File: src/rtl/rf_pkg.sv
// Shared register-file definitions used by the writeback arbiter and by rename/issue.
// Default port/width constants plus the request payload type.
package rf_pkg;

    localparam int NUM_WR  = 4;
    localparam int PREG_W  = 5;
    localparam int DATA_W  = 16;
    localparam int STALL_W = 16;

    typedef struct packed {
        logic [PREG_W-1:0] preg;
        logic [DATA_W-1:0] data;
    } wb_req_t;

endpackage

File: src/rtl/wb_port_arbiter_rr_mask_picker.sv
// Rotated find-first-set: returns the first set bit of elig at or after ptr, wrapping mod N.
module rr_mask_picker #(
    parameter int N     = 6,
    parameter int PTR_W = (N > 1) ? $clog2(N) : 1
) (
    input  logic [N-1:0]     elig,
    input  logic [PTR_W-1:0] ptr,
    output logic             found,
    output logic [PTR_W-1:0] idx
);

    logic [PTR_W:0] pos;

    // Walk the scan order backwards so the earliest eligible position wins.
    always_comb begin
        found = 1'b0;
        idx   = '0;
        pos   = '0;
        for (int k = N - 1; k >= 0; k--) begin
            pos = {1'b0, ptr} + (PTR_W + 1)'(k);
            if (pos >= (PTR_W + 1)'(N)) begin
                pos = pos - (PTR_W + 1)'(N);
            end
            if (elig[pos[PTR_W-1:0]]) begin
                found = 1'b1;
                idx   = pos[PTR_W-1:0];
            end
        end
    end

endmodule

File: src/rtl/wb_port_arbiter.sv
// Writeback arbiter: round-robin grant of up to NUM_WR requesters per cycle onto the
// register-file write ports, with same-preg collision suppression and one output register.
module wb_port_arbiter
    import rf_pkg::*;
#(
    parameter int NUM_REQ = 6,
    parameter int NUM_WR  = rf_pkg::NUM_WR,
    parameter int PREG_W  = rf_pkg::PREG_W,
    parameter int DATA_W  = rf_pkg::DATA_W
) (
    input  logic                             clk,
    input  logic                             rst,
    input  logic [NUM_REQ-1:0]               req_valid,
    input  logic [NUM_REQ-1:0][PREG_W-1:0]   req_preg,
    input  logic [NUM_REQ-1:0][DATA_W-1:0]   req_data,
    output logic [NUM_REQ-1:0]               req_ready,
    output logic [NUM_WR-1:0]                reg_wr_en,
    output logic [NUM_WR-1:0][PREG_W-1:0]    reg_wr_addr,
    output logic [NUM_WR-1:0][DATA_W-1:0]    reg_wr_data,
    output logic [STALL_W-1:0]               stall_cnt
);

    localparam int PTR_W = (NUM_REQ > 1) ? $clog2(NUM_REQ) : 1;

    function automatic logic [STALL_W-1:0] sat_inc(input logic [STALL_W-1:0] v);
        return (&v) ? v : v + STALL_W'(1);
    endfunction

    logic [PTR_W-1:0]                 rr_ptr_q, rr_ptr_d;
    logic [STALL_W-1:0]               stall_cnt_q, stall_cnt_d;
    logic [NUM_WR-1:0]                wr_en_q, wr_en_d;
    logic [NUM_WR-1:0][PREG_W-1:0]    wr_addr_q, wr_addr_d;
    logic [NUM_WR-1:0][DATA_W-1:0]    wr_data_q, wr_data_d;

    logic [NUM_WR-1:0]                grant_vld;
    logic [NUM_WR-1:0][PTR_W-1:0]     grant_idx;
    logic [PTR_W-1:0]                 last_idx;
    logic                             any_grant;

    // Stage k excludes everything granted by earlier stages and every requester whose
    // preg matches one of those grants; the granted requester matches itself.
    for (genvar g = 0; g < NUM_WR; g++) begin : g_stage
        logic [NUM_REQ-1:0] excl_in;
        logic [NUM_REQ-1:0] excl_out;
        logic [NUM_REQ-1:0] elig;
        logic               found;
        logic [PTR_W-1:0]   idx;

        if (g == 0) begin : g_first
            assign excl_in = '0;
        end else begin : g_next
            assign excl_in = g_stage[g-1].excl_out;
        end

        assign elig = req_valid & ~excl_in & {NUM_REQ{~rst}};

        rr_mask_picker #(
            .N     (NUM_REQ),
            .PTR_W (PTR_W)
        ) u_pick (
            .elig  (elig),
            .ptr   (rr_ptr_q),
            .found (found),
            .idx   (idx)
        );

        always_comb begin
            excl_out = excl_in;
            if (found) begin
                for (int i = 0; i < NUM_REQ; i++) begin
                    if (req_preg[i] == req_preg[idx]) begin
                        excl_out[i] = 1'b1;
                    end
                end
            end
        end

        assign grant_vld[g] = found;
        assign grant_idx[g] = idx;
    end

    // Grants form a contiguous prefix of stages, so stage k maps directly to port k.
    always_comb begin
        req_ready   = '0;
        wr_en_d     = '0;
        wr_addr_d   = '0;
        wr_data_d   = '0;
        last_idx    = rr_ptr_q;
        any_grant   = 1'b0;
        for (int g = 0; g < NUM_WR; g++) begin
            if (grant_vld[g]) begin
                req_ready[grant_idx[g]] = 1'b1;
                wr_en_d[g]              = 1'b1;
                wr_addr_d[g]            = req_preg[grant_idx[g]];
                wr_data_d[g]            = req_data[grant_idx[g]];
                last_idx                = grant_idx[g];
                any_grant               = 1'b1;
            end
        end
    end

    always_comb begin
        rr_ptr_d = rr_ptr_q;
        if (any_grant) begin
            rr_ptr_d = (last_idx == PTR_W'(NUM_REQ - 1)) ? '0 : last_idx + PTR_W'(1);
        end
        stall_cnt_d = stall_cnt_q;
        if (|(req_valid & ~req_ready)) begin
            stall_cnt_d = sat_inc(stall_cnt_q);
        end
    end

    // Reset clears the output stage too: a pending write is discarded with the backend flush.
    always_ff @(posedge clk or posedge rst) begin
        if (rst) begin
            rr_ptr_q    <= '0;
            stall_cnt_q <= '0;
            wr_en_q     <= '0;
            wr_addr_q   <= '0;
            wr_data_q   <= '0;
        end else begin
            rr_ptr_q    <= rr_ptr_d;
            stall_cnt_q <= stall_cnt_d;
            wr_en_q     <= wr_en_d;
            wr_addr_q   <= wr_addr_d;
            wr_data_q   <= wr_data_d;
        end
    end

    assign reg_wr_en   = wr_en_q;
    assign reg_wr_addr = wr_addr_q;
    assign reg_wr_data = wr_data_q;
    assign stall_cnt   = stall_cnt_q;

endmodule
File: config.mk
export PLATFORM = sky130hd
export DESIGN_NAME = wb_port_arbiter
export DESIGN_NICKNAME = d
export VERILOG_FILES = /design/src/rtl/rf_pkg.sv /design/src/rtl/wb_port_arbiter_rr_mask_picker.sv /design/src/rtl/wb_port_arbiter.sv
export SDC_FILE = /design/constraint.sdc
export NUM_CORES = 1
export LEC_CHECK = 0
export BUFFER_PORTS_ARGS = -buffer_cell sky130_fd_sc_hd__buf_2
export CAP_MARGIN = 30
export CORE_ASPECT_RATIO = 1.2
export CORE_MARGIN = 4
export CORE_UTILIZATION = 41
export CTS_CLUSTER_DIAMETER = 150
export DETAILED_ROUTE_END_ITERATION = 7
export GPL_ROUTABILITY_DRIVEN = 0
export MAX_ROUTING_LAYER = met4
export SLEW_MARGIN = 20
export SYNTH_ARGS = -nofsm -noshare
export SYNTH_HDL_FRONTEND = slang
export SYNTH_HIERARCHICAL = 1
export SYNTH_SLANG_ARGS = --single-unit
File: constraint.sdc
create_clock -name clk -period 48.3 [get_ports clk]
set_clock_uncertainty 0.1 [all_clocks]
set_input_delay 9.66 -clock clk [delete_from_list [all_inputs] [get_ports clk]]
set_output_delay 9.66 -clock clk [all_outputs]
set_load 0.1 [all_outputs]
==> flow_summary.toml <==
[hold_path]
class_of_the_worst_hold_path = "register to register"
worst_hold_path.endpoint = "stall_cnt[7]"
worst_hold_startpoint = "stall_cnt[7]"
timing.hold.worst_path_depth = 1

[global_routing]
grt_pass1_vias = 12636
grt_pass1_wl_mm = 73.9
antenna_found_initial = 2
grt_util_all_layers_pct = 27.6
grt_max_degree = 59
globalRoute.totalOverflow = 0

[place]
placed_area_um2 = 14500
dpl.hpwl_mm = 36.0
port_buffers = 243

[final_layout]
syn2layout_area_growth_pct = 12.4
final_layout_size_suffix_gt1_share_pct = 24.7
fin_nets = 1843
summed_area_of_non_filler_cells_in_the_final_layout_um2 = 14800

[status]
status = "finished, final reports clean"

[setup_path]
reg2reg_setup_slack_ns = 31.48
path_class = "input port to output port"
critical_path.reg2reg.endpoint = "stall_cnt[1]"
critPathMaxFanout = 58
slowest_delay_ns = 0.69
worst_path_arrival_ns = 24.56
worst_setup_path_start_kind = "input port"
cp.required_ns = 38.54
cp_common_cell = "sky130_fd_sc_hd__buf_4"
cp_slowest_cell = "sky130_fd_sc_hd__o31ai_1"
worst_setup_path_end_kind = "output port"
worst_reg2reg_path_depth = 51
timing.rr.start = "rr_ptr_q[0]"

[timing]
final_period_minus_worst_setup_slack_ns = 34.32
maxClockFrequency_mhz = 29.1
finalCritPeriodShare_pct = 71.1
setup_viol = 0
setup_total_negative_slack_ns = 0
max_slew_headroom_pct = 41.2
final-hold-violation-count = 0
setup_repair_after_global_routing_missed_its_margin = "no"
timing_worst_slew_pin_value_ns = 0.870
maxSlewViolCount = 0

[yosys]
yosys.area.top_type = "sky130_fd_sc_hd__dfrtp_1"
yosysWarnings = 6
synth.cell_area_um2 = 13100
synthTopCellsByArea = "sky130_fd_sc_hd__dfrtp_1 (20%), sky130_fd_sc_hd__mux2i_1 (11%), sky130_fd_sc_hd__mux2_2 (4.9%)"
avg_inst_size_synth_um2 = 8.53
yosys.area.top_type_share_pct = 20.4
synth-seq-area-share_pct = 20.4
synth-main-ff-cell = "sky130_fd_sc_hd__dfrtp_1"
synth_cell_type_count = 72
asyncSetResetFlopFracSynth_pct = 100
synth_cells = 1540
synth_enable_flop_cells = 0
yosys_register_bits = 107
postSynthNetCount = 1711

[detailed_routing]
detail_route.wirelength_mm = 49.9
routed_via_density = 6.51
drt_pre_antenna_iters = 8
dr_total_vias = 13532
route.antenna.remaining_nets = 0
post_drt_wl_per_cell_um = 24.0
dr.first_iter.drc_count = 1614
final_routed_drc_violation_total = 0

[clock_tree]
cts_max_level = 3
worst_skew_pair.late_latency_ns = 0.36
tritoncts_num_sinks = 107
cts-resized-gates = 0
cts_max_path_buffers = 2
cts-root-buf = "sky130_fd_sc_hd__clkbuf_16"
tritoncts_clock_tree = "yes"
cts-buffers-inserted = 9
hold_buffers_post_cts = 0
cts.repair_timing.setup_buffer_count = 0
cts.clk_slew.worst_paths_ns = 0.08

[die]
die_w_um = 171
pin_count = 244
design.core.area_um2 = 31400
rows = 71
fp.dieArea_um2 = 35000
initial_core_util_pct = 41.8
fp.dieH_um = 204

[flow_run]
timing.max_cap.violations = 0
## final cells by class
class,count,area [um^2]
Clock inverter,7,52.6
Tap cell,401,502
Multi-Input combinational cell,1246,9710
Fill cell,3095,16700
Timing Repair Buffer,270,1450
Antenna cell,2,5.00
Clock buffer,9,225
Sequential cell,107,2680
Inverter,38,145
## logic make-up (layout without fill, tap and decap cells)
group / after synthesis / count (layout) / synth area share [%]
and+or+nand+nor: 442 / 442 / 18.4
AOI/OAI and AO/OA: 425 / 425 / 23.8
muxes: 233 / 233 / 20.2
buffers and inverters: 187 / 324 / 6.49
xor gates and xnor gates: 109 / 109 / 7.27
DFF: 107 / 107 / 20.4
adders and majority gates: 37 / 37 / 3.52
other: 0 / 2 / 0
## worst max path at each step
stage	from	slack, ns	to	depth (start not counted)
global route	rst	13.26	req_ready[4]	49
floorplan	req_valid[2]	16.10	req_ready[2]	45
finish	rst	13.98	req_ready[3]	48
CTS	rst	14.23	req_ready[3]	47
detailed placement	rst	14.28	req_ready[3]	46
global placement	rst	14.49	req_ready[3]	47
## cell usage after synthesis, drive strengths merged, types with 8 or more instances
library cell  instances
a211oi               70
a21boi               15
a21oi                86
a221oi               48
a22oi                 9
a31oi                12
a32oi                10
and2                 11
and3                 20
buf                  51
clkbuf               98
dfrtp               107
ha                   37
inv                  35
mux2                 73
mux2i               146
mux4                 14
nand2                61
nand2b               45
nand3                39
nand4                20
nand4b                8
nor2                100
nor2b                23
nor3                 57
nor4                  9
o211a                20
o211ai               28
o21a                 12
o21ai                45
o22ai                12
o311ai                8
o31ai                 9
or4                   9
xnor2                57
xor2                 52
## sequential cells by signal, indices dropped and copies added, names as in the netlist
name	flops
stall_cnt	16
reg_wr_addr	20
reg_wr_en	4
rr_ptr_q	3
reg_wr_data	64
## layout by cell type, fill, tap and decap left out, types with 52 or more instances in the layout
cell	Yosys	routed
sky130_fd_sc_hd__buf_2	23	243
sky130_fd_sc_hd__mux2i_1	146	146
sky130_fd_sc_hd__dfrtp_1	107	106
sky130_fd_sc_hd__nor2_1	100	98
sky130_fd_sc_hd__a21oi_1	85	85
sky130_fd_sc_hd__a211oi_1	70	70
sky130_fd_sc_hd__nand2_1	61	61
sky130_fd_sc_hd__mux2_2	57	57
sky130_fd_sc_hd__nor3_1	57	57
sky130_fd_sc_hd__xnor2_1	57	57
sky130_fd_sc_hd__xor2_1	52	52
## critical path, delay by kind of cell
kind | cells | cell delay (ns)
compound gates | 15 | 3.64
xor+xnor | 2 | 0.41
buf+inv | 8 | 3.24
mux | 7 | 2.76
simple gates | 16 | 4.60
## per-layer routing
layer / up-vias / track usage [%] / share of wire, % / routed length [um]
li1: 6063 / - / - / -
met1: 6465 / 33.4 / 39 / 19300
met2: 799 / 44.5 / 47 / 23300
met3: 205 / 3.25 / 8.1 / 4010
met4: 0 / 15.6 / 6.6 / 3280
met5: - / - / 0 / 0
## through the flow
stage                     util, %  instances  hold slack (ns)  setup WS (ns)
after floorplan                 -       1540            0.646          16.10
after detailed placement     46.0       2061            0.384          14.28
after global routing         47.0       2080            0.420          13.26
final                        47.0       2080            0.402          13.98
after global placement       45.9       2059            0.375          14.49
after CTS                    46.9       2077            0.399          14.23
Power is not shown: default switching activity piles up to over one toggle a cycle in this logic, so the estimate is an artifact.
